[src/rtl/driver_mon_pkg.sv]
// Shared constants for the FIFO occupancy monitor: FSM encoding and
// register byte offsets.
package driver_mon_pkg;

    localparam logic [1:0] ST_IDLE   = 2'd0;
    localparam logic [1:0] ST_ACTIVE = 2'd1;
    localparam logic [1:0] ST_DONE   = 2'd2;

    localparam logic [31:0] OFF_CTRL   = 32'h000;
    localparam logic [31:0] OFF_STATUS = 32'h004;
    localparam logic [31:0] OFF_CYCLE  = 32'h008;
    localparam logic [31:0] OFF_OCC    = 32'h010;
    localparam logic [31:0] OFF_THRESH = 32'h100;
    localparam logic [31:0] OFF_BIN    = 32'h400;

endpackage

[src/rtl/driver_mon_ch.sv]
// One monitored channel: occupancy tracking with sticky under/overrun
// flags and an occupancy histogram that counts while the run is active.
module driver_mon_ch
    import driver_mon_pkg::*;
#(
    parameter int OCC_W     = 16,
    parameter int BIN_RANGE = 8,
    parameter int NUM_BINS  = 16,
    parameter int CNT_SIZE  = 16
) (
    input  logic                        clk,
    input  logic                        reset,
    input  logic                        wr,
    input  logic                        rd,
    input  logic                        active,
    input  logic                        bins_clr,
    input  logic                        under_clr,
    input  logic                        over_clr,
    input  logic [$clog2(NUM_BINS)-1:0] rd_bin,
    output logic [OCC_W-1:0]            occ,
    output logic                        underrun,
    output logic                        overrun,
    output logic [CNT_SIZE-1:0]         bin_rdata
);
    localparam int BIN_W = $clog2(NUM_BINS);
    localparam int SHIFT = $clog2(BIN_RANGE);

    logic [OCC_W-1:0]    occ_q, occ_d;
    logic                under_q, under_d;
    logic                over_q, over_d;
    logic [CNT_SIZE-1:0] bins_q [NUM_BINS];
    logic [CNT_SIZE-1:0] bins_d [NUM_BINS];
    logic [OCC_W-1:0]    occ_div;
    logic [BIN_W-1:0]    bin_idx;

    always_comb begin
        occ_d   = occ_q;
        under_d = under_q & ~under_clr;
        over_d  = over_q & ~over_clr;
        if (wr && !rd) begin
            if (&occ_q) over_d = 1'b1;
            else occ_d = occ_q + 1'b1;
        end else if (rd && !wr) begin
            if (occ_q == '0) under_d = 1'b1;
            else occ_d = occ_q - 1'b1;
        end
    end

    // Bin selection uses the occupancy before this cycle's push/pop.
    always_comb begin
        occ_div = occ_q >> SHIFT;
        if (occ_div >= OCC_W'(NUM_BINS - 1)) bin_idx = BIN_W'(NUM_BINS - 1);
        else bin_idx = occ_div[BIN_W-1:0];
    end

    always_comb begin
        for (int b = 0; b < NUM_BINS; b++) begin
            bins_d[b] = bins_q[b];
            if (bins_clr) bins_d[b] = '0;
            else if (active && bin_idx == BIN_W'(b) && !(&bins_q[b]))
                bins_d[b] = bins_q[b] + 1'b1;
        end
    end

    always_ff @(posedge clk or posedge reset) begin
        if (reset) begin
            occ_q   <= '0;
            under_q <= 1'b0;
            over_q  <= 1'b0;
            for (int b = 0; b < NUM_BINS; b++) bins_q[b] <= '0;
        end else begin
            occ_q   <= occ_d;
            under_q <= under_d;
            over_q  <= over_d;
            for (int b = 0; b < NUM_BINS; b++) bins_q[b] <= bins_d[b];
        end
    end

    assign occ       = occ_q;
    assign underrun  = under_q;
    assign overrun   = over_q;
    assign bin_rdata = bins_q[rd_bin];

endmodule

[src/rtl/driver_mon_mc.sv]
// Multi-channel FIFO occupancy monitor with run FSM and register slave.
// Optional per-channel threshold IRQ enabled by DRIVER_MON_THRESH_IRQ_EN.
module driver_mon_mc
    import driver_mon_pkg::*;
#(
    parameter int          NUM_CH        = 4,
    parameter int          OCC_W         = 16,
    parameter int          BIN_RANGE     = 8,
    parameter int          NUM_BINS      = 16,
    parameter int          CNT_SIZE      = 16,
    parameter logic [31:0] MAX_CYCLE_CNT = 32'hFFFF_FFFF
) (
    input  logic              clk,
    input  logic              reset,
    input  logic [31:0]       slave_addr,
    input  logic              slave_rd,
    input  logic              slave_wr,
    input  logic [31:0]       slave_data_in,
    output logic [31:0]       slave_data_out,
    input  logic [NUM_CH-1:0] ch_fifo_wr,
    input  logic [NUM_CH-1:0] ch_fifo_rd,
    input  logic              end_program,
    output logic              active_program,
    output logic              run_program,
    output logic              mon_done,
    output logic              mon_irq
);
    localparam int BIN_W = $clog2(NUM_BINS);

    logic [1:0]          state_q, state_d;
    logic [31:0]         cycle_q, cycle_d;
    logic                run_q, run_d;
    logic                done_q, done_d;
    logic [31:0]         rdout_q, rdout_d;
    logic [31:0]         addr_w, rdata, bin_word;
    logic                cmd_start, cmd_stop, cmd_clear, stat_wr;
    logic                enter_active, bin_hit;
    logic [NUM_CH-1:0]   under, over;
    logic [OCC_W-1:0]    occ [NUM_CH];
    logic [CNT_SIZE-1:0] bin_rdata [NUM_CH];
    logic                unused_data;

    assign addr_w      = slave_addr & ~32'h3;
    assign cmd_start   = slave_wr && addr_w == OFF_CTRL && slave_data_in[0];
    assign cmd_stop    = slave_wr && addr_w == OFF_CTRL && slave_data_in[1];
    assign cmd_clear   = slave_wr && addr_w == OFF_CTRL && slave_data_in[2];
    assign stat_wr     = slave_wr && addr_w == OFF_STATUS;
    assign bin_word    = (addr_w - OFF_BIN) >> 2;
    assign bin_hit     = addr_w >= OFF_BIN && bin_word < 32'(NUM_CH * NUM_BINS);
    assign unused_data = ^slave_data_in;

    always_comb begin
        state_d = state_q;
        case (state_q)
            ST_IDLE:
                if (cmd_start && !cmd_stop && !cmd_clear) state_d = ST_ACTIVE;
            ST_ACTIVE:
                if (end_program || cmd_stop || cycle_q == MAX_CYCLE_CNT - 32'd1)
                    state_d = ST_DONE;
            ST_DONE:
                if (cmd_clear) state_d = ST_IDLE;
                else if (cmd_start && !cmd_stop) state_d = ST_ACTIVE;
            default: state_d = ST_IDLE;
        endcase
    end

    assign enter_active = state_d == ST_ACTIVE && state_q != ST_ACTIVE;

    always_comb begin
        cycle_d = cycle_q;
        if (enter_active) cycle_d = '0;
        else if (state_q == ST_ACTIVE) cycle_d = cycle_q + 32'd1;
        run_d  = enter_active;
        done_d = state_q == ST_ACTIVE && state_d == ST_DONE;
    end

    for (genvar c = 0; c < NUM_CH; c++) begin : g_ch
        driver_mon_ch #(
            .OCC_W     (OCC_W),
            .BIN_RANGE (BIN_RANGE),
            .NUM_BINS  (NUM_BINS),
            .CNT_SIZE  (CNT_SIZE)
        ) u_ch (
            .clk       (clk),
            .reset     (reset),
            .wr        (ch_fifo_wr[c]),
            .rd        (ch_fifo_rd[c]),
            .active    (state_q == ST_ACTIVE),
            .bins_clr  (enter_active),
            .under_clr (stat_wr && slave_data_in[8+c]),
            .over_clr  (stat_wr && slave_data_in[16+c]),
            .rd_bin    (bin_word[BIN_W-1:0]),
            .occ       (occ[c]),
            .underrun  (under[c]),
            .overrun   (over[c]),
            .bin_rdata (bin_rdata[c])
        );
    end

`ifdef DRIVER_MON_THRESH_IRQ_EN
    logic [15:0] thresh_q [NUM_CH];
    logic [15:0] thresh_d [NUM_CH];
    logic        irq_q, irq_d;

    always_comb begin
        irq_d = 1'b0;
        for (int c = 0; c < NUM_CH; c++) begin
            thresh_d[c] = thresh_q[c];
            if (slave_wr && addr_w == OFF_THRESH + 32'(4 * c))
                thresh_d[c] = slave_data_in[15:0];
            if (32'(occ[c]) > 32'(thresh_q[c])) irq_d = 1'b1;
        end
    end

    always_ff @(posedge clk or posedge reset) begin
        if (reset) begin
            irq_q <= 1'b0;
            for (int c = 0; c < NUM_CH; c++) thresh_q[c] <= '0;
        end else begin
            irq_q <= irq_d;
            for (int c = 0; c < NUM_CH; c++) thresh_q[c] <= thresh_d[c];
        end
    end

    assign mon_irq = irq_q;
`else
    assign mon_irq = 1'b0;
`endif

    always_comb begin
        rdata = '0;
        if (addr_w == OFF_CYCLE) rdata = cycle_q;
        if (addr_w == OFF_STATUS) begin
            rdata[1:0] = state_q;
            for (int c = 0; c < NUM_CH; c++) begin
                rdata[8+c]  = under[c];
                rdata[16+c] = over[c];
            end
        end
        for (int c = 0; c < NUM_CH; c++) begin
            if (addr_w == OFF_OCC + 32'(4 * c)) rdata = 32'(occ[c]);
            if (bin_hit && (bin_word >> BIN_W) == 32'(c))
                rdata = 32'(bin_rdata[c]);
`ifdef DRIVER_MON_THRESH_IRQ_EN
            if (addr_w == OFF_THRESH + 32'(4 * c)) rdata = 32'(thresh_q[c]);
`endif
        end
        rdout_d = slave_rd ? rdata : rdout_q;
    end

    always_ff @(posedge clk or posedge reset) begin
        if (reset) begin
            state_q <= ST_IDLE;
            cycle_q <= '0;
            run_q   <= 1'b0;
            done_q  <= 1'b0;
            rdout_q <= '0;
        end else begin
            state_q <= state_d;
            cycle_q <= cycle_d;
            run_q   <= run_d;
            done_q  <= done_d;
            rdout_q <= rdout_d;
        end
    end

    assign slave_data_out = rdout_q;
    assign active_program = state_q == ST_ACTIVE;
    assign run_program    = run_q;
    assign mon_done       = done_q;

endmodule

[config.mk]
export PLATFORM = sky130hd
export DESIGN_NAME = driver_mon_mc
export DESIGN_NICKNAME = d
export VERILOG_FILES = /design/src/rtl/driver_mon_pkg.sv /design/src/rtl/driver_mon_ch.sv /design/src/rtl/driver_mon_mc.sv
export SDC_FILE = /design/constraint.sdc
export NUM_CORES = 2
export LEC_CHECK = 0
export CELL_PAD_IN_SITES_DETAIL_PLACEMENT = 1
export CELL_PAD_IN_SITES_GLOBAL_PLACEMENT = 1
export CORE_MARGIN = 3
export CORE_UTILIZATION = 51
export DETAILED_ROUTE_END_ITERATION = 8
export GPL_ROUTABILITY_DRIVEN = 1
export GPL_TIMING_DRIVEN = 0
export PLACE_DENSITY = 0.78
export SLEW_MARGIN = 20
export SYNTH_ARGS = -nofsm -noshare
export SYNTH_HDL_FRONTEND = slang
export SYNTH_SLANG_ARGS = --single-unit
[constraint.sdc]
create_clock -name clk -period 51.2 [get_ports clk]
set_input_delay 10.24 -clock clk [delete_from_list [all_inputs] [get_ports clk]]
set_output_delay 10.24 -clock clk [all_outputs]
set_load 0.01 [all_outputs]
==> metrics.md <==
| Metric | Value |
|---|---|
| Result of the run | `complete, no violations` |
| Unrepaired setup endpoints after global routing | `no` |
| 1st-pass router iterations | `6` |
| Top cells by count, synth | `sky130_fd_sc_hd__dfrtp_1, sky130_fd_sc_hd__nor2_1, sky130_fd_sc_hd__nand2_1, sky130_fd_sc_hd__xor2_1, sky130_fd_sc_hd__nand3_1` |
| Flip-flop and latch count after synthesis | `1164` |
| Largest area contributor in the synthesized netlist | `sky130_fd_sc_hd__dfrtp_1` |
| Most numerous cell in the Yosys netlist | `sky130_fd_sc_hd__dfrtp_1` |
| DRC | `0` |
| CP Capture Type | `flip-flop` |
| End point of the worst hold path | `g_ch[2].u_ch.overrun$_DFF_PP0_` |
| Placer congestion estimate | `0.976` |
| Final period utilization | `0.281` |
| Area inside the core boundary | `132000 um2` |
| Average size of a mapped cell | `9.99 um2` |
| Final min period | `14.37 ns` |
| Iteration-0 DRC count of the detailed router | `5263` |
| Gr usage total | `0.375` |
| Layout filler cell count | `14400` |
| Origin of the worst min-delay path | `g_ch[2].u_ch.overrun$_DFF_PP0_` |
| Number of distinct standard cells referenced by the synthesized netlist | `107` |
| Headroom to the max-slew limit | `0.207` |
| Post CTS Setup Buffer Count | `0` |
| FMAX | `0.0696 GHz` |
| Area of all placed cells without fillers | `76000 um2` |
| Final total power | `2400 uW` |
| Slew at the pin with the worst max-slew slack | `1.19 ns` |
| Width of the die | `371 um` |
| Residual overflow from global routing | `0` |
| VDD IR-drop max | `0.0309 mV` |
| YS warnings | `0` |
| Cell with the largest stage delay on the worst path | `sky130_fd_sc_hd__buf_1` |
| Starting utilization of the core area | `0.515` |
| Setup slack after layout | `36.83 ns` |
| Biggest area contributors in the synthesized netlist | `sky130_fd_sc_hd__dfrtp_1, sky130_fd_sc_hd__mux4_2, sky130_fd_sc_hd__xor2_1` |
| Hold Fails Final Rpt | `0` |
| Total Wirelength | `257000 um` |
| Ratio of cells with drive above 1 in the final layout | `0.116` |
| Count of antenna-violating nets left after detailed routing | `0` |
| Number of vias after detailed routing | `58000` |
| Antenna violations before repair | `17` |
| Wire length of the first global-routing pass | `386000 um` |
| Max-slew violation total from the final report | `0` |
| H-Tree Depth | `4` |
| Buffers on Ports | `85` |
| Origin of the critical flop-to-flop path | `state_q[1]$_DFF_PP0_` |
| Net count after synthesis | `7010` |
| Post-layout nets | `7250` |
| Main flop type after synthesis | `sky130_fd_sc_hd__dfrtp_1` |
| Maximum capacitance violations | `0` |
| Number of enable flip-flop cells after synthesis | `0` |
| Worst path arrival time | `14.99 ns` |
| Clock latency reported for the late side of the worst-skew pair | `0.80 ns` |
| Post-detail-place hpwl | `194000 um` |
| Clk root buf | `sky130_fd_sc_hd__clkbuf_16` |
| Worst-path clk slew | `0.06 ns` |
| Setup Skew | `0.0234 ns` |
| Nature of the critical path startpoint | `input pin` |
| Critical Path, Cell by Cell | `clkbuf_1 > clkbuf_2 > buf_1 > clkbuf_1 > mux4_2 > mux4_2 > o21ai_0 > a31oi_1` |
| FF-to-FF End | `g_ch[3].u_ch.bins_q[175]$_DFFE_PP0P_` |
| Power density over cell area | `31.5 nW/um2` |
| Ratio of routed vias to standard cells | `6.52` |
| Leakage power of the design | `0.0283 uW` |
| Share of the synthesized area in the top cell type | `0.429` |
| Count of boundary I/O pins | `113` |
| Placed cell areas | `71500 um2` |
| Die Outline Area | `138000 um2` |
| Clock tree from TritonCTS | `yes` |
| Post-synth ARST share | `1.00` |
| Netlist Area Pre-Place | `68000 um2` |
| Post-Route Utilization | `0.576` |
| Required time of the critical path | `51.83 ns` |
| Register-to-Register Path Depth | `11` |
| Maximum buffer depth of the clock tree | `3` |
| Post-CTS sizing | `0` |
| Worst setup path class | `in -> reg` |
| Max incr delay on CP | `0.93 ns` |
| Reg-to-reg setup timing slack | `46.71 ns` |
| Area overhead of the layout relative to synthesis | `11.9%` |
| Largest driver fanout on the critical path | `10` |
| Site row count | `133` |
| Pin count of the biggest net entering global routing | `101` |
| Height of the die | `371 um` |
| Hold crit path type | `reg -> reg` |
| Hold bufs inserted after CTS | `0` |
| Number of clock sinks | `1164` |
| Number of global-route vias before repair | `59900` |
| Cells after DPL | `8661` |
| Cell count of the worst hold path | `2` |
| Filler-free cell count of the finished design | `8905` |
| Number of buffers added by the clock tree synthesis step | `137` |
| Final setup vio count | `0` |
| Post-Place Worst Slack | `36.26 ns` |
| Routed length per instance | `28.9 um` |
| Sequential fraction of the synthesis area | `0.429` |
| Gate count of the mapped netlist | `6807` |
## report_power, final
part | switching, uW | internal (uW)
clock network | 417 | 595
registers | 75.4 | 948
logic | 225 | 136
total | 718 | 1680
## state kept, by name, indices dropped and copies added (netlist names)
| signal | count |
|---|---|
| mon_done | 1 |
| slave_data_out | 32 |
| g_ch.u_ch.underrun | 4 |
| state_q | 2 |
| g_ch.u_ch.occ | 64 |
| g_ch.u_ch.overrun | 4 |
| g_ch.u_ch.bins_q | 1024 |
| cycle_q | 32 |
| run_program | 1 |
## stage by stage
stage	hold WS, ns	TNS, ns
after floorplan	0.448	0
after global placement	0.487	-8130.93
after detailed placement	0.503	0
after CTS	0.519	0
after global routing	0.547	0
final	0.509	0
## worst max-delay path by stage
stage / start / endpoint / slack, ns / depth (start not counted)
after global routing: slave_addr[3] / slave_data_out[10]$_DFFE_PP0P_ / 36.94 / 8
after floorplan: reset / cycle_q[0]$_DFFE_PP0P_ / 8.17 / 1
after CTS: slave_addr[3] / slave_data_out[10]$_DFFE_PP0P_ / 37.01 / 8
final: slave_addr[3] / slave_data_out[1]$_DFFE_PP0P_ / 36.83 / 8
after detailed placement: slave_addr[3] / slave_data_out[10]$_DFFE_PP0P_ / 36.26 / 8
after global placement: reset / g_ch[2].u_ch.bins_q[89]$_DFFE_PP0P_ / -7.25 / 2
## cell type report
cell class              count  area (um2)  share of cell area
repair buffers            101        1240              0.0163
inverters                 151         579             0.00762
well taps                1755        2200              0.0289
clock buffers             201        4080              0.0536
plain buffers             266        1390              0.0183
clock inverters            34         437             0.00574
diodes                      7        17.5            0.000230
flip-flops and latches   1164       29100               0.383
multi-input cells        5226       37000               0.486
## layer usage
| metal | wire length (um) | share of wire | up-vias | GRT usage |
|---|---|---|---|---|
| met3 | 23700 | 0.092 | 709 | 0.0901 |
| met1 | 102000 | 0.40 | 30100 | 0.490 |
| li1 | - | - | 24800 | - |
| met5 | 77 | 0.00030 | - | 0 |
| met2 | 115000 | 0.45 | 2458 | 0.575 |
| met4 | 16400 | 0.064 | 12 | 0.205 |
## critical path: cells and delay by family
| kind | cells | cell delay (ns) |
|---|---|---|
| compound gates | 2 | 0.68 |
| buf+inv | 4 | 3.07 |
| mux | 2 | 1.00 |
## kinds of logic (layout without fill, tap and decap cells)
family | count (synthesis) | after routing | synth area share
AND/OR/NAND/NOR | 3143 | 3143 | 0.228
other | 1 | 8 | 0.0000552
flip-flops | 1164 | 1164 | 0.429
XOR/XNOR | 834 | 834 | 0.107
multiplexers | 383 | 383 | 0.115
buffers and inverters | 417 | 753 | 0.0285
adder cells (fa/ha/maj) | 126 | 126 | 0.0236
AO/OA/AOI/OAI | 739 | 739 | 0.0685
## placed cells by master, fill, tap and decap left out, drive strengths merged, types with 11 or more instances in the layout
cell type      count
or2               26
clkbuf           292
a211oi            11
a22oi             32
xor2             497
nor4              54
xnor2            337
and4             106
inv              158
o21ai            245
or3              174
or4               16
nand4            217
nand3b            14
mux2i             59
o211ai            21
o31ai             21
mux4             320
dfrtp           1164
clkinv            18
buf              191
a31oi             19
ha               122
and3             160
nor3             138
o22ai             22
nand2b            39
nor2            1121
a21oi            238
nand2            539
clkdlybuf4s50     85
and2              55
a21o              21
nor2b             30
nand3            419
Note: power is estimated with default switching activity, not from simulation.
